==> config.mk <==
export PLATFORM = sky130hd
export DESIGN_NAME = ball_motion_flat
export DESIGN_NICKNAME = d
export VERILOG_FILES = /design/src/rtl/ball_pkg.sv /design/src/rtl/ball_motion_if.sv /design/src/rtl/ball_step.sv /design/src/rtl/ball_motion.sv /design/src/flat_wrapper.sv
export SDC_FILE = /design/constraint.sdc
export NUM_CORES = 1
export LEC_CHECK = 0
export ABC_CLOCK_PERIOD_IN_PS = 7600
export CORE_MARGIN = 2
export CORE_UTILIZATION = 60
export DETAILED_ROUTE_END_ITERATION = 12
export PLACE_DENSITY = 0.88
export SLEW_MARGIN = 10
export SYNTH_ARGS = -nofsm -noshare
export SYNTH_HDL_FRONTEND = slang
export SYNTH_SLANG_ARGS = --single-unit
==> constraint.sdc <==
create_clock -name clk -period 7.6 [get_ports clk]
set_input_delay 1.14 -clock clk [delete_from_list [all_inputs] [get_ports clk]]
set_output_delay 1.14 -clock clk [all_outputs]
set_load 0.01 [all_outputs]
==> src/rtl/ball_pkg.sv <==
// Shared ball/field definitions: FSM state, field geometry and the saturating
// arithmetic helpers used by the ball integrator.
package ball_pkg;

    typedef enum logic [1:0] {
        IDLE   = 2'd0,
        FLY    = 2'd1,
        COOL   = 2'd2,
        LANDED = 2'd3
    } ball_state_e;

    localparam int X_MIN      = 20;
    localparam int X_MAX      = 620;
    localparam int Y_GROUND   = 440;
    localparam int NET_X      = 320;
    localparam int NET_HALF_W = 8;
    localparam int NET_TOP    = 300;
    localparam int SERVE_X_L  = 120;
    localparam int SERVE_X_R  = 520;
    localparam int SERVE_Y    = 100;

    localparam int POS_W  = 11;
    localparam int VEL_W  = 10;
    localparam int CALC_W = 12;
    localparam int CNT_W  = 8;

    localparam logic signed [CALC_W-1:0] POS_HI = 12'sd1023;
    localparam logic signed [CALC_W-1:0] POS_LO = -12'sd1024;

    function automatic logic signed [CALC_W-1:0] sat12(
        input logic signed [CALC_W-1:0] v,
        input logic signed [CALC_W-1:0] lim
    );
        logic signed [CALC_W-1:0] r;
        r = v;
        if (v > lim) begin
            r = lim;
        end else if (v < -lim) begin
            r = -lim;
        end
        return r;
    endfunction

    function automatic logic signed [VEL_W-1:0] sat_vel(
        input logic signed [CALC_W-1:0] v,
        input logic signed [CALC_W-1:0] lim
    );
        logic signed [CALC_W-1:0] r;
        r = sat12(v, lim);
        return r[VEL_W-1:0];
    endfunction

    function automatic logic signed [POS_W-1:0] clamp_pos(
        input logic signed [CALC_W-1:0] v
    );
        logic signed [CALC_W-1:0] r;
        r = v;
        if (v > POS_HI) begin
            r = POS_HI;
        end else if (v < POS_LO) begin
            r = POS_LO;
        end
        return r[POS_W-1:0];
    endfunction

    function automatic logic signed [CALC_W-1:0] abs12(
        input logic signed [CALC_W-1:0] v
    );
        return (v < 0) ? -v : v;
    endfunction

endpackage

==> src/rtl/ball_motion_if.sv <==
// Collision-to-ball handshake: a proposed velocity qualified by hit_valid.
interface ball_motion_if;
    import ball_pkg::*;

    logic signed [VEL_W-1:0] hit_v_x;
    logic signed [VEL_W-1:0] hit_v_y;
    logic                    hit_valid;

    modport master (output hit_v_x, hit_v_y, hit_valid);
    modport slave  (input  hit_v_x, hit_v_y, hit_valid);
endinterface

==> src/rtl/ball_step.sv <==
// One frame of ball physics: gravity, integration, then wall/ceiling/net and
// finally ground resolution. Purely combinational.
module ball_step
    import ball_pkg::*;
#(
    parameter int X_MIN      = ball_pkg::X_MIN,
    parameter int X_MAX      = ball_pkg::X_MAX,
    parameter int Y_GROUND   = ball_pkg::Y_GROUND,
    parameter int NET_X      = ball_pkg::NET_X,
    parameter int NET_HALF_W = ball_pkg::NET_HALF_W,
    parameter int NET_TOP    = ball_pkg::NET_TOP,
    parameter int GRAVITY    = 2,
    parameter int V_SHIFT    = 3,
    parameter int V_MAX      = 200
) (
    input  logic signed [POS_W-1:0] pos_x,
    input  logic signed [POS_W-1:0] pos_y,
    input  logic signed [VEL_W-1:0] v_x,
    input  logic signed [VEL_W-1:0] v_y,
    output logic signed [POS_W-1:0] new_x,
    output logic signed [POS_W-1:0] new_y,
    output logic signed [VEL_W-1:0] new_v_x,
    output logic signed [VEL_W-1:0] new_v_y,
    output logic                    landed,
    output logic                    side
);

    localparam logic signed [CALC_W-1:0] G12     = 12'(GRAVITY);
    localparam logic signed [CALC_W-1:0] VMAX12  = 12'(V_MAX);
    localparam logic signed [CALC_W-1:0] XMIN12  = 12'(X_MIN);
    localparam logic signed [CALC_W-1:0] XMAX12  = 12'(X_MAX);
    localparam logic signed [CALC_W-1:0] YGND12  = 12'(Y_GROUND);
    localparam logic signed [CALC_W-1:0] NETX12  = 12'(NET_X);
    localparam logic signed [CALC_W-1:0] NETL12  = 12'(NET_X - NET_HALF_W);
    localparam logic signed [CALC_W-1:0] NETR12  = 12'(NET_X + NET_HALF_W);
    localparam logic signed [CALC_W-1:0] NETT12  = 12'(NET_TOP);

    logic signed [CALC_W-1:0] x0, y0, vx0, vy0, vy_g;
    logic signed [CALC_W-1:0] x1, y1, vx1, vy1;

    always_comb begin
        x0   = {pos_x[POS_W-1], pos_x};
        y0   = {pos_y[POS_W-1], pos_y};
        vx0  = {{2{v_x[VEL_W-1]}}, v_x};
        vy0  = {{2{v_y[VEL_W-1]}}, v_y};
        vy_g = sat12(vy0 + G12, VMAX12);

        // >>> on a signed operand floors, so small negative speeds still move
        vx1 = vx0;
        vy1 = vy_g;
        x1  = x0 + (vx0 >>> V_SHIFT);
        y1  = y0 + (vy_g >>> V_SHIFT);
        landed = 1'b0;

        if (x1 < XMIN12) begin
            x1  = XMIN12;
            vx1 = abs12(vx1);
        end else if (x1 > XMAX12) begin
            x1  = XMAX12;
            vx1 = -abs12(vx1);
        end

        if (y1 < 0) begin
            y1  = '0;
            vy1 = abs12(vy1);
        end

        // Net pushes the ball back to whichever side it came from
        if (y1 >= NETT12 && x1 >= NETL12 && x1 <= NETR12) begin
            if (x0 < NETX12) begin
                x1  = NETL12 - 12'sd1;
                vx1 = -abs12(vx1);
            end else begin
                x1  = NETR12 + 12'sd1;
                vx1 = abs12(vx1);
            end
        end

        if (y1 >= YGND12) begin
            y1     = YGND12;
            vx1    = '0;
            vy1    = '0;
            landed = 1'b1;
        end

        side    = (x1 >= NETX12);
        new_x   = clamp_pos(x1);
        new_y   = clamp_pos(y1);
        new_v_x = sat_vel(vx1, VMAX12);
        new_v_y = sat_vel(vy1, VMAX12);
    end

endmodule

==> src/rtl/ball_motion.sv <==
// Ball state owner: rally FSM, hit cooldown / landing hold counter and the
// registered position and velocity fed to collision and rendering.
module ball_motion
    import ball_pkg::*;
#(
    parameter int X_MIN      = ball_pkg::X_MIN,
    parameter int X_MAX      = ball_pkg::X_MAX,
    parameter int Y_GROUND   = ball_pkg::Y_GROUND,
    parameter int NET_X      = ball_pkg::NET_X,
    parameter int NET_HALF_W = ball_pkg::NET_HALF_W,
    parameter int NET_TOP    = ball_pkg::NET_TOP,
    parameter int GRAVITY    = 2,
    parameter int V_SHIFT    = 3,
    parameter int V_MAX      = 200,
    parameter int COOLDOWN   = 8,
    parameter int LAND_HOLD  = 60,
    parameter int SERVE_X_L  = ball_pkg::SERVE_X_L,
    parameter int SERVE_X_R  = ball_pkg::SERVE_X_R,
    parameter int SERVE_Y    = ball_pkg::SERVE_Y
) (
    input  logic                    clk,
    input  logic                    rst_n,
    input  logic                    tick,
    input  logic                    serve,
    input  logic                    serve_side,
    ball_motion_if.slave            hit,
    output logic signed [POS_W-1:0] ball_pos_x,
    output logic signed [POS_W-1:0] ball_pos_y,
    output logic signed [VEL_W-1:0] ball_v_x,
    output logic signed [VEL_W-1:0] ball_v_y,
    output logic                    in_play,
    output logic                    land_pulse,
    output logic                    land_side
);

    localparam logic signed [POS_W-1:0]  SXL    = 11'(SERVE_X_L);
    localparam logic signed [POS_W-1:0]  SXR    = 11'(SERVE_X_R);
    localparam logic signed [POS_W-1:0]  SY     = 11'(SERVE_Y);
    localparam logic signed [CALC_W-1:0] VMAX12 = 12'(V_MAX);
    localparam logic [CNT_W-1:0]         COOL_LD = CNT_W'(COOLDOWN);
    localparam logic [CNT_W-1:0]         HOLD_LD = CNT_W'(LAND_HOLD);

    ball_state_e state_q, state_d;
    logic signed [POS_W-1:0] pos_x_q, pos_x_d, pos_y_q, pos_y_d;
    logic signed [VEL_W-1:0] v_x_q, v_x_d, v_y_q, v_y_d;
    logic [CNT_W-1:0]        cnt_q, cnt_d;
    logic in_play_q, in_play_d, land_pulse_q, land_pulse_d, land_side_q, land_side_d;

    logic signed [POS_W-1:0] step_x, step_y;
    logic signed [VEL_W-1:0] step_vx, step_vy;
    logic                    step_landed, step_side, do_step;
    logic signed [CALC_W-1:0] hit_vx12, hit_vy12;

    ball_step #(
        .X_MIN(X_MIN), .X_MAX(X_MAX), .Y_GROUND(Y_GROUND), .NET_X(NET_X),
        .NET_HALF_W(NET_HALF_W), .NET_TOP(NET_TOP), .GRAVITY(GRAVITY),
        .V_SHIFT(V_SHIFT), .V_MAX(V_MAX)
    ) u_step (
        .pos_x(pos_x_q), .pos_y(pos_y_q), .v_x(v_x_q), .v_y(v_y_q),
        .new_x(step_x), .new_y(step_y), .new_v_x(step_vx), .new_v_y(step_vy),
        .landed(step_landed), .side(step_side)
    );

    always_comb begin
        state_d      = state_q;
        pos_x_d      = pos_x_q;
        pos_y_d      = pos_y_q;
        v_x_d        = v_x_q;
        v_y_d        = v_y_q;
        cnt_d        = cnt_q;
        land_side_d  = land_side_q;
        land_pulse_d = 1'b0;
        hit_vx12     = {{2{hit.hit_v_x[VEL_W-1]}}, hit.hit_v_x};
        hit_vy12     = {{2{hit.hit_v_y[VEL_W-1]}}, hit.hit_v_y};
        // A hit in FLY pre-empts the tick of the same cycle
        do_step      = tick && ((state_q == FLY && !hit.hit_valid) || state_q == COOL);

        case (state_q)
            IDLE: begin
                if (serve) begin
                    state_d = FLY;
                    pos_x_d = serve_side ? SXR : SXL;
                    pos_y_d = SY;
                    v_x_d   = '0;
                    v_y_d   = '0;
                end
            end
            FLY: begin
                if (hit.hit_valid) begin
                    state_d = COOL;
                    v_x_d   = sat_vel(hit_vx12, VMAX12);
                    v_y_d   = sat_vel(hit_vy12, VMAX12);
                    cnt_d   = COOL_LD;
                end
            end
            COOL: begin
                if (tick) begin
                    if (cnt_q <= 1) begin
                        state_d = FLY;
                        cnt_d   = '0;
                    end else begin
                        cnt_d = cnt_q - 1'b1;
                    end
                end
            end
            LANDED: begin
                if (tick) begin
                    if (cnt_q <= 1) begin
                        state_d = IDLE;
                        cnt_d   = '0;
                    end else begin
                        cnt_d = cnt_q - 1'b1;
                    end
                end
            end
            default: state_d = IDLE;
        endcase

        if (do_step) begin
            pos_x_d = step_x;
            pos_y_d = step_y;
            v_x_d   = step_vx;
            v_y_d   = step_vy;
            if (step_landed) begin
                state_d      = LANDED;
                cnt_d        = HOLD_LD;
                land_pulse_d = 1'b1;
                land_side_d  = step_side;
            end
        end

        in_play_d = (state_d == FLY) || (state_d == COOL);
    end

    always_ff @(posedge clk or negedge rst_n) begin
        if (!rst_n) begin
            state_q      <= IDLE;
            pos_x_q      <= SXL;
            pos_y_q      <= SY;
            v_x_q        <= '0;
            v_y_q        <= '0;
            cnt_q        <= '0;
            in_play_q    <= 1'b0;
            land_pulse_q <= 1'b0;
            land_side_q  <= 1'b0;
        end else begin
            state_q      <= state_d;
            pos_x_q      <= pos_x_d;
            pos_y_q      <= pos_y_d;
            v_x_q        <= v_x_d;
            v_y_q        <= v_y_d;
            cnt_q        <= cnt_d;
            in_play_q    <= in_play_d;
            land_pulse_q <= land_pulse_d;
            land_side_q  <= land_side_d;
        end
    end

    assign ball_pos_x = pos_x_q;
    assign ball_pos_y = pos_y_q;
    assign ball_v_x   = v_x_q;
    assign ball_v_y   = v_y_q;
    assign in_play    = in_play_q;
    assign land_pulse = land_pulse_q;
    assign land_side  = land_side_q;

endmodule

==> src/flat_wrapper.sv <==
// flat-port wrapper written by rule: the top's interface ports become plain ports
module ball_motion_flat import ball_pkg::*;
#(
    parameter int X_MIN      = ball_pkg::X_MIN,
    parameter int X_MAX      = ball_pkg::X_MAX,
    parameter int Y_GROUND   = ball_pkg::Y_GROUND,
    parameter int NET_X      = ball_pkg::NET_X,
    parameter int NET_HALF_W = ball_pkg::NET_HALF_W,
    parameter int NET_TOP    = ball_pkg::NET_TOP,
    parameter int GRAVITY    = 2,
    parameter int V_SHIFT    = 3,
    parameter int V_MAX      = 200,
    parameter int COOLDOWN   = 8,
    parameter int LAND_HOLD  = 60,
    parameter int SERVE_X_L  = ball_pkg::SERVE_X_L,
    parameter int SERVE_X_R  = ball_pkg::SERVE_X_R,
    parameter int SERVE_Y    = ball_pkg::SERVE_Y
)
  (clk, rst_n, tick, serve, serve_side, ball_pos_x, ball_pos_y, ball_v_x, ball_v_y, in_play, land_pulse, land_side, hit_hit_v_x, hit_hit_v_y, hit_hit_valid);
  ball_motion_if hit_i ();
  input  logic clk;
  input  logic rst_n;
  input  logic tick;
  input  logic serve;
  input  logic serve_side;
  output logic signed [POS_W-1:0] ball_pos_x;
  output logic signed [POS_W-1:0] ball_pos_y;
  output logic signed [VEL_W-1:0] ball_v_x;
  output logic signed [VEL_W-1:0] ball_v_y;
  output logic in_play;
  output logic land_pulse;
  output logic land_side;
  input wire logic [$bits(hit_i.hit_v_x)-1:0] hit_hit_v_x;
  input wire logic [$bits(hit_i.hit_v_y)-1:0] hit_hit_v_y;
  input wire logic [$bits(hit_i.hit_valid)-1:0] hit_hit_valid;
  assign hit_i.hit_v_x = hit_hit_v_x;
  assign hit_i.hit_v_y = hit_hit_v_y;
  assign hit_i.hit_valid = hit_hit_valid;
  ball_motion #(.X_MIN(X_MIN), .X_MAX(X_MAX), .Y_GROUND(Y_GROUND), .NET_X(NET_X), .NET_HALF_W(NET_HALF_W), .NET_TOP(NET_TOP), .GRAVITY(GRAVITY), .V_SHIFT(V_SHIFT), .V_MAX(V_MAX), .COOLDOWN(COOLDOWN), .LAND_HOLD(LAND_HOLD), .SERVE_X_L(SERVE_X_L), .SERVE_X_R(SERVE_X_R), .SERVE_Y(SERVE_Y)) u_core (.clk(clk), .rst_n(rst_n), .tick(tick), .serve(serve), .serve_side(serve_side), .hit(hit_i), .ball_pos_x(ball_pos_x), .ball_pos_y(ball_pos_y), .ball_v_x(ball_v_x), .ball_v_y(ball_v_y), .in_play(in_play), .land_pulse(land_pulse), .land_side(land_side));
endmodule
* Word-level counts from Yosys, hierarchy flattened
Index checks and enable logic that the tools add are counted.
Storage, ports and cells: register bits after elaboration 55, bits in latches 0, memory bits (writable) 0, ROM bits 0, input bits 26, output and inout port bits 45, logic and storage cells 129, memories kept 0
Operators by class: add/sub/neg operators 9, multipliers 0, div/mod/pow operators 0, magnitude comparators 27, equality and inequality tests 7, shifts and indexed selects 0, multiplexer cells 62, bitwise gates (word level) 0, reductions and logical operators 15
Operators with widths (number):
- two-way mux 12 bit | 17
- two-way mux 10 bit | 14
- two-way mux 11 bit | 10
- greater-or-equal comparator 12 x 10 -> 1 bit (second input constant) | 4
- negation 12 bit | 4
- two-way mux 8 bit | 5
- case mux 10 bit (2 select lines) | 2
- greater-than comparator 12 x 11 -> 1 bit (second input constant) | 3
- greater-than comparator 12 x 9 -> 1 bit (second input constant) | 3
- < comparator 12 x 1 -> 1 bit (second input constant) | 3
- < comparator 12 x 9 -> 1 bit (second input constant) | 3
- < comparator 12 x 11 -> 1 bit (second input constant) | 2
- greater-than comparator 10 x 9 -> 1 bit (second input constant) | 2
- < comparator 10 x 9 -> 1 bit (second input constant) | 2
- two-way mux 2 bit | 8
- case mux 8 bit (2 select lines) | 1
- adder 11 x 7 -> 12 bit | 1
- adder 11 x 9 -> 12 bit | 1
- less-or-equal comparator 12 x 10 -> 1 bit (second input constant) | 1
- < comparator 12 x 6 -> 1 bit (second input constant) | 1
- negation 10 -> 12 bit | 1
- adder 10 x 3 -> 11 bit (second input constant) | 1
- < comparator 11 x 10 -> 1 bit (second input constant) | 1
- < comparator 10 x 1 -> 1 bit (second input constant) | 1
- 17 further kinds | 29

* Depth between registers and ports, before layout
Gate-level depths: netlist (run 1).
depth in word-level cells 16, mapped depth 30, depth with buffers taken out 26

* Hierarchy
From an unflattened synthesis (run 1), not the netlist that was laid out.
Second synthesis, totals: cell total of the unflattened synthesis 998, area total of the unflattened synthesis 7549.7 um2
By module, submodules not included:
- ball_step | times used 1, cells an instance 698, area each 4734.5 um2, sequential area each 0.0 um2
- ball_motion | times used 1, cells an instance 300, area each 2815.2 um2, sequential area each 1385.1 um2

* Worst setup path after synthesis (run 1)
OpenSTA, ideal clock, no wires.
path kind register -> register, start register u_core.v_y_q[2], in the netlist u_core.ball_v_y[2], end register u_core.v_x_q[3], in the netlist u_core.ball_v_x[3], library setup time 0.126 ns, data arrival time 6.569 ns, data required time 7.474 ns, path slack 0.905 ns, cell stages (with the launch flop) 28, buffers on the path 2, clock period less this slack 6.695 ns, cells stage by stage dfrtp_1 -> ha_1 -> or3b_1 -> or4b_1 -> o311ai_1 -> nor2_1 -> o21a_1 -> clkbuf_1 -> nor3_1 -> inv_1 -> ha_1 -> fa_1 -> a21oi_1 -> o21ai_0 -> maj3_1 -> nor2_1 -> or4b_1 -> o211ai_1 -> o31a_1 -> o21ai_2 -> buf_2 -> nand2b_1 -> o21ai_0 -> o311ai_0 -> a41oi_1 -> o2111ai_2 -> a21boi_1 -> a221o_1
On the way: word-level cells in the longest chain between the ends 16, elaborated cells on any way between the ends 19, those cells by class add/sub: 2; order compare: 7; mux: 8; reduce/logical: 2
Ends and longest elaborated chain:
- from (decl) | RTL line ball_motion.sv:45 | logic signed [VEL_W-1:0] v_x_q, v_x_d, v_y_q, v_y_d;
- from (signal assigned) | RTL line ball_motion.sv:151 | v_y_q <= v_y_d;
- adder 10 x 3 -> 11 bit (*) | RTL line ball_step.sv:46 | vy_g = sat12(vy0 + G12, VMAX12);
- < comparator 12 x 9 -> 1 bit | RTL line ball_pkg.sv:38 | end else if (v < -lim) begin
- two-way mux 12 bit | RTL line ball_pkg.sv:38
- two-way mux 12 bit (*) | RTL line ball_pkg.sv:36 | if (v > lim) begin
- adder 11 x 9 -> 12 bit (*) | RTL line ball_step.sv:52 | y1 = y0 + (vy_g >>> V_SHIFT);
- < comparator 12 x 1 -> 1 bit | RTL line ball_step.sv:63 | if (y1 < 0) begin
- two-way mux 12 bit (*) | RTL line ball_step.sv:63
- greater-or-equal comparator 12 x 10 -> 1 bit | RTL line ball_step.sv:69 | if (y1 >= NETT12 && x1 >= NETL12 && x1 <= NETR12) begin
- logical AND 1 bit (2 in series) | RTL line ball_step.sv:69
- two-way mux 12 bit | RTL line ball_step.sv:69
- two-way mux 12 bit (*) | RTL line ball_step.sv:79 | if (y1 >= YGND12) begin
- < comparator 12 x 9 -> 1 bit | RTL line ball_pkg.sv:38
- two-way mux 10 bit | RTL line ball_pkg.sv:38
- two-way mux 10 bit (*) | RTL line ball_pkg.sv:36
- two-way mux 10 bit (*) | RTL line ball_motion.sv:119 | if (do_step) begin
- to (signal assigned) | RTL line ball_motion.sv:150 | v_x_q <= v_x_d;
- to (decl) | RTL line ball_motion.sv:45
Mark *: on every way between the ends. The rest lies on a longest branch, timed or not. A chain may end at the register's enable or synchronous reset.

* Worst setup path in the final report (run 1)
start register u_core.v_y_q[1], in the netlist u_core.ball_v_y[1], end register u_core.v_x_q[3], in the netlist u_core.ball_v_x[3]
Same word-level chain as after synthesis.

==> results of run 1 <==
==> cell families after synthesis <==
kind of cell,after synthesis,synth area share [%]
flops,55,18.52
compound gates,349,35.03
mux,13,1.840
simple gates,384,26.84
fa+ha+maj,35,6.023
buf+inv,89,5.237
xor+xnor,50,6.508
==> layout make-up <==
cell class              instances  share of cell area (%)
repair buffers                 90                   9.963
inverters                      38                   1.680
clock inverters                 3                  0.3979
multi-input cells             831                   67.66
flip-flops and latches         55                   16.34
well taps                     168                   2.476
clock buffers                   5                   1.474
==> per-stage QoR <==
step                      instances  instance area, um^2  worst slack (ns)
after floorplan                 975                 7478            0.9049
after global placement         1181                 8278            0.3730
after detailed placement       1181                 8278            0.1337
after CTS                      1189                 8437           0.06209
after global routing           1190                 8489           0.01496
final                          1190                 8489            0.3495
==> cell usage in the layout, fill, tap and decap left out, types with 6 or more instances in the layout <==
master           instances
nor3_1                  30
a211oi_1                 9
o21a_1                   8
o22ai_1                 10
o21ai_0                 67
or3_1                    9
mux2i_1                  9
o211ai_1                16
a22oi_1                  9
o21ai_1                  7
a21oi_1                 58
buf_4                   20
a221o_1                  6
xnor2_1                 33
nand3_1                 34
nand2b_1                19
dfstp_2                  7
and3_1                  18
o21bai_1                 6
nand4_1                 16
a32o_1                   7
and2_1                  11
a22o_1                   6
nor2_1                  88
a31oi_1                 16
nor2b_1                 13
or2_2                   10
xor2_1                  12
a21o_1                  10
nor4_1                  17
ha_1                    32
nand2_1                 81
dfrtp_1                 46
clkdlybuf4s50_1         69
inv_1                   36
==> state kept, by name, summed over array words and instances, names as in the netlist <==
signal / flops
u_core.ball_pos_y: 11
u_core.cnt_q: 8
u_core.in_play: 1
u_core.state_q: 2
u_core.ball_v_y: 10
u_core.ball_v_x: 10
u_core.land_pulse: 1
u_core.ball_pos_x: 11
u_core.land_side: 1
==> worst max-delay path, stage by stage, from the launching register on <==
cell	delay (ns)
dfrtp_2	0.48
ha_1	0.36
or3b_4	0.41
or4b_1	0.52
o311ai_1	0.17
nor2_2	0.15
o21a_2	0.31
nor2_1	0.28
inv_1	0.13
ha_1	0.32
o21ai_0	0.09
o21bai_1	0.16
a21oi_1	0.15
nor3b_1	0.17
o22ai_1	0.28
nand3_1	0.15
a31o_2	0.26
a211oi_1	0.60
o21ai_4	0.22
buf_4	0.23
or3_1	0.36
mux2_2	0.28
and3_1	0.19
o311ai_2	0.31
a21boi_1	0.17
a221o_1	0.37
==> how the worst max path moves through the flow <==
| stage | startpoint | endpoint | cells after the start |
|---|---|---|---|
| after global placement | u_core.ball_v_y[1]$_DFFE_PN0P_ | u_core.ball_v_x[3]$_DFFE_PN0P_ | 25 |
| after detailed placement | u_core.ball_v_y[1]$_DFFE_PN0P_ | u_core.ball_v_x[3]$_DFFE_PN0P_ | 25 |
| after floorplan | u_core.ball_v_y[2]$_DFFE_PN0P_ | u_core.ball_v_x[3]$_DFFE_PN0P_ | 27 |
| final | u_core.ball_v_y[1]$_DFFE_PN0P_ | u_core.ball_v_x[3]$_DFFE_PN0P_ | 25 |
| after global routing | u_core.ball_v_y[1]$_DFFE_PN0P_ | u_core.ball_v_x[3]$_DFFE_PN0P_ | 26 |
| after CTS | u_core.ball_v_y[1]$_DFFE_PN0P_ | u_core.ball_v_x[3]$_DFFE_PN0P_ | 25 |
==> what timing repair did <==
item | CTS | global route
resized for setup | 0 | 12
buffers inserted | 0 | 1
hold endpoints to repair | 0 | 0
setup endpoints to repair | 0 | 15
==> routing by layer <==
metal	GRT usage, %	vias to the layer above	routed length [um]
li1	-	3844	-
met1	49.59	3827	10330
met2	55.98	406	10740
met3	3.766	56	1753
met4	12.54	0	635
met5	0	-	0
==> out/results.tsv, run 1 <==
stage	metric	value	unit
clocking	cts_tree	yes	
drt	routed_wl	23470	um
sta	tightestPinTransition	1.166	ns
yosys	synth_top_area_share	16.06	%
yosys	synth_fp_nets	1035	
layout	seqCellArea	0.001388	mm^2
layout	final_util	70.09	%
global_routing	overflow	0	
floorplan	core	0.01211	mm^2
drt	wl_per_cell	19.72	um
global_routing	grt_start_max_net_pins	56	
drt	first_iter_violations	838	
drt	viasPerCell	6.834	
clocking	cts-hold-fix-buffers	0	
yosys	yosysUniqueCellTypes	109	
clocking	htree_levels	2	
clocking	clock_latency	0.30	ns
layout	fillers	1036	
layout	finalNetCount	1081	
sta	clock_skew	0.009396	ns
placed_design	io_buffers	70	
clocking	numCtsBuffers	5	
layout	drive_above_1_share	10.27	%
drt	remaining_drc_errors	0	
sta	maxSlewViolCount	0	
drt	ant_nets	0	
floorplan	die_area	0.01337	mm^2
sta	setup_violations	0	
min_path	min_path_cells	2	
floorplan	ios	71	
min_path	holdCritPathClass	reg2reg	
worst_setup_path	reg2reg_from	u_core.ball_v_y[1]$_DFFE_PN0P_	
yosys	avgSynthCellArea	7.670	um^2
sta	fin_crit_sh	95.40	%
clocking	cts_root_buffer	clkbuf_16	
global_routing	grt_pass1_wl	38130	um
clocking	cts_sinks	55	
worst_setup_path	worstPathArrival	7.44	ns
floorplan	die_y	115.6	um
global_routing	globalRouteTotalUtil	35.10	%
yosys	synth-edff-count	0	
yosys	yosys-top-cells-count	90 x nor2_1, 81 x nand2_1, 68 x o21ai_0	
run_status	outcome	finished, final reports clean	
yosys	synth_most_common_cell	nor2_1	
worst_setup_path	worst-path-max-fanout	11	
worst_setup_path	worstSetupStartpointType	register	
clocking	clk_pin_slew_worst_paths	0.08	ns
worst_setup_path	regToRegEndpoint	u_core.ball_v_x[3]$_DFFE_PN0P_	
placed_design	place.gp.congestion	1.019	
yosys	synthFlopType	dfrtp_1	
yosys	synthArstFlopShare	100.0	%
worst_setup_path	ff2ff_setup_slack	0.35	ns
worst_setup_path	critPathCaptureType	register	
worst_setup_path	crit_required	7.79	ns
yosys	yosysSeqAreaShare	18.52	%
global_routing	grt_pass1_vias	7635	
sta	tns	0	ns
sta	final_hold_viol_count	0	
yosys	synth_top_cell_by_area	dfrtp_1	
worst_setup_path	r2r_cells	25	
min_path	min_to	u_core.ball_pos_y[6]$_DFFE_PN1P_	
yosys	synthCells	975	
yosys	synthTopCellsByArea	dfrtp_1 16%, ha_1 5.4%, o21ai_0 4.6%, nor2_1 4.5%, nand2_1 4.1%	
placed_design	dp.final_hpwl	17850	um
worst_setup_path	crit_type	reg2reg	
sta	max_freq	137.9	MHz
layout	num_antenna_cells	0	
yosys	ys_seq_elements	55	
sta	relSlewSlack	22.28	%
clocking	clock_path_buffers	2	
layout	multi_input_area	0.005744	mm^2
sta	min_period	7.251	ns
global_routing	antenna_found_initial	0	
floorplan	num_rows	40	
min_path	min-delay-start	u_core.ball_pos_y[6]$_DFFE_PN1P_	
floorplan	die_w	115.6	um
drt	via_count	8133	
floorplan	initial_core_util	61.75	%
sta	hold_ws	0.4808	ns
yosys	synth_area	0.007478	mm^2
layout	syn2layout_area_growth	13.52	%
run	max_cap_viol_count	0	
drt	firstDrtPassIters	6	
yosys	yosys_warnings	0	
sta	rsz0062_at_grt	no	
Power of run 1 is left out: the tool's default activity adds up to more than one toggle a clock period on the data nets, which glitch-free logic cannot reach.
==> run 2: changes to the inputs <==
--- a/config.mk
+++ b/config.mk
@@ -7,10 +7,11 @@
 export LEC_CHECK = 0
 export ABC_CLOCK_PERIOD_IN_PS = 7600
 export CORE_MARGIN = 2
-export CORE_UTILIZATION = 60
+export CORE_UTILIZATION = 40
 export DETAILED_ROUTE_END_ITERATION = 12
-export PLACE_DENSITY = 0.88
+export PLACE_DENSITY = 0.64
 export SLEW_MARGIN = 10
 export SYNTH_ARGS = -nofsm -noshare
 export SYNTH_HDL_FRONTEND = slang
+export SYNTH_HIERARCHICAL = 1
 export SYNTH_SLANG_ARGS = --single-unit
==> out/results.tsv, run 2 <==
stage	metric	value	unit	change
run_status	outcome	finished, final reports clean		unchanged
floorplan	initial_core_util	40.50	%	was 61.75%
worst_setup_path	worstSetupStartpointType	register		unchanged
drt	remaining_drc_errors	0		unchanged
yosys	ys_seq_elements	55		unchanged
placed_design	io_buffers	70		unchanged
floorplan	num_rows	50		was 40
sta	clock_skew	0.008005	ns	was 0.009396 ns
layout	finalNetCount	1108		was 1081
yosys	avgSynthCellArea	7.565	um^2	was 7.670 um^2
worst_setup_path	crit_path_frequent_cell	a21oi_1		was ha_1
placed_design	place.gp.congestion	0.9382		was 1.019
drt	viasPerCell	6.225		was 6.834
drt	ant_nets	0		unchanged
sta	max_freq	141.7	MHz	was 137.9 MHz
layout	final_cell_mix	111 x nand2_1, 96 x nor2_1, 80 x o21ai_0		was 88 x nor2_1, 81 x nand2_1, 69 x clkdlybuf4s50_1
global_routing	antenna_found_initial	0		unchanged
worst_setup_path	r2r_cells	27		was 25
worst_setup_path	critPathCaptureType	register		unchanged
layout	final_common_cell	nand2_1		was nor2_1
worst_setup_path	crit_type	reg2reg		unchanged
layout	num_antenna_cells	0		unchanged
floorplan	die_area	0.01999	mm^2	was 0.01337 mm^2
global_routing	globalRouteTotalUtil	23.13	%	was 35.10%
worst_setup_path	crit_required	7.78	ns	was 7.79 ns
yosys	synthTopCellsByArea	dfrtp_1 16%, nand2_1 5.5%, ha_1 5.5%, o21ai_0 5.4%, nor2_1 4.8%		was dfrtp_1 16%, ha_1 5.4%, o21ai_0 4.6%, nor2_1 4.5%, nand2_1 4.1%
sta	tightestPinTransition	1.056	ns	was 1.166 ns
yosys	synthFlopType	dfrtp_1		unchanged
yosys	yosysUniqueCellTypes	122		was 109
drt	first_iter_violations	691		was 838
sta	setup_violations	0		unchanged
global_routing	grt_pass1_wl	38240	um	was 38130 um
run	max_cap_viol_count	0		unchanged
clocking	cts_root_buffer	clkbuf_16		unchanged
yosys	yosysSeqAreaShare	18.35	%	was 18.52%
sta	relSlewSlack	29.32	%	was 22.28%
sta	final_hold_viol_count	0		unchanged
sta	rsz0062_at_grt	no		unchanged
yosys	synthCells	998		was 975
clocking	clk_pin_slew_worst_paths	0.07	ns	was 0.08 ns
placed_design	dp.final_hpwl	17790	um	was 17850 um
global_routing	grt_start_max_net_pins	65		was 56
clocking	cts_resized	0		unchanged
clocking	cts-hold-fix-buffers	0		unchanged
yosys	synth_area	0.007550	mm^2	was 0.007478 mm^2
worst_setup_path	worst-path-buf-inv	1		was 2
worst_setup_path	cp_num_cells	27		was 25
layout	final_util	46.05	%	was 70.09%
worst_setup_path	worstPathArrival	7.24	ns	was 7.44 ns
worst_setup_path	worst-path-max-fanout	14		was 11
yosys	synth_most_common_cell	nand2_1		was nor2_1
min_path	holdCritPathClass	reg2reg		unchanged
global_routing	grt_pass1_vias	7456		was 7635
worst_setup_path	cpMaxStageDelayCell	o311a_1		was a211oi_1
clocking	cts_sinks	55		unchanged
worst_setup_path	critPathMaxStageDelay	0.50	ns	was 0.60 ns
yosys	synth_top_cell_by_area	dfrtp_1		unchanged
yosys	yosys-top-cells-count	111 x nand2_1, 96 x nor2_1, 81 x o21ai_0		was 90 x nor2_1, 81 x nand2_1, 68 x o21ai_0
clocking	clock_latency	0.30	ns	about the same
sta	hold_ws	0.5137	ns	was 0.4808 ns
worst_setup_path	crit_family	compound AO/OA/AOI/OAI gates		unchanged
clocking	htree_levels	2		unchanged
floorplan	ios	71		unchanged
clocking	cts_tree	yes		unchanged
yosys	synth_top_area_share	15.91	%	was 16.06%
sta	min_period	7.059	ns	was 7.251 ns
yosys	synth-edff-count	0		unchanged
floorplan	die_w	141.4	um	was 115.6 um
drt	via_count	7981		was 8133
layout	fin_cells	1282		was 1190
yosys	synthArstFlopShare	100.0	%	unchanged
sta	fin_crit_sh	92.88	%	was 95.40%
clocking	clock_path_buffers	2		unchanged
global_routing	overflow	0		unchanged
drt	firstDrtPassIters	5		was 6
layout	drive_above_1_share	9.637	%	was 10.27%
floorplan	core	0.01864	mm^2	was 0.01211 mm^2
drt	wl_per_cell	18.21	um	was 19.72 um
sta	maxSlewViolCount	0		unchanged
yosys	yosys_warnings	6		was 0
sta	tns	0	ns	unchanged
layout	syn2layout_area_growth	13.72	%	was 13.52%
clocking	post_cts_buffers	0		unchanged
placed_design	place_inst	1274		was 1181
drt	routed_wl	23340	um	was 23470 um
clocking	numCtsBuffers	5		unchanged
min_path	min_path_cells	1		was 2
floorplan	die_y	141.4	um	was 115.6 um
layout	fillers	1849		was 1036
==> run 2: worst paths after layout <==
| kind | from | to | slack [ns] |
|---|---|---|---|
| max reg2reg | u_core/ball_v_y[1]$_DFFE_PN0P_ | u_core/ball_v_y[7]$_DFFE_PN0P_ | 0.54 |
| max in group asynchronous | rst_n | u_core/land_pulse$_DFF_PN0_ | 6.16 |
| min reg2reg | u_core/land_side$_DFFE_PN0P_ | u_core/land_side$_DFFE_PN0P_ | 0.51 |
| max | u_core/ball_v_y[1]$_DFFE_PN0P_ | u_core/ball_v_y[7]$_DFFE_PN0P_ | 0.54 |
| min in group asynchronous | rst_n | u_core/ball_v_y[1]$_DFFE_PN0P_ | 0.96 |
| min | u_core/land_side$_DFFE_PN0P_ | u_core/land_side$_DFFE_PN0P_ | 0.51 |
==> run 2: cell families (layout without fill, tap and decap cells) <==
kind of cell | Yosys count | count (layout) | synth area share [%]
AND/OR/NAND/NOR | 400 | 400 | 27.03
AO/OA/AOI/OAI | 372 | 372 | 36.69
buffers and inverters | 81 | 129 | 4.740
flip-flops | 55 | 55 | 18.35
XOR/XNOR | 37 | 37 | 4.591
adder cells (fa/ha/maj) | 36 | 36 | 6.132
multiplexers | 16 | 16 | 2.420
other | 1 | 3 | 0.04967
==> run 2: metrics by stage <==
stage / instance area, um^2 / worst slack, ns
after floorplan: 7557 / 1.144
after global placement: 8436 / 0.6672
after detailed placement: 8436 / 0.5709
after CTS: 8581 / 0.5316
after global routing: 8586 / 0.01662
final: 8586 / 0.5408
==> run 2: routing by layer <==
metal | global-route usage (%) | share of wire (%) | vias to the layer above
li1 | - | - | 3887
met1 | 32.78 | 47 | 3743
met2 | 36.82 | 44 | 312
met3 | 2.767 | 6.4 | 39
met4 | 7.263 | 2.6 | 0
met5 | 0 | 0 | -
==> run 2: cell type report <==
class | instances | area [um^2] | share of cell area, %
tap | 234 | 292.8 | 3.410
clock buffer | 6 | 128.9 | 1.501
clock inverter | 2 | 16.27 | 0.1894
timing repair buffer | 85 | 808.3 | 9.414
sequential | 55 | 1385 | 16.13
multi-input combinational | 864 | 5819 | 67.78
inverter | 36 | 135.1 | 1.574
Power of run 2 is left out for the same reason.
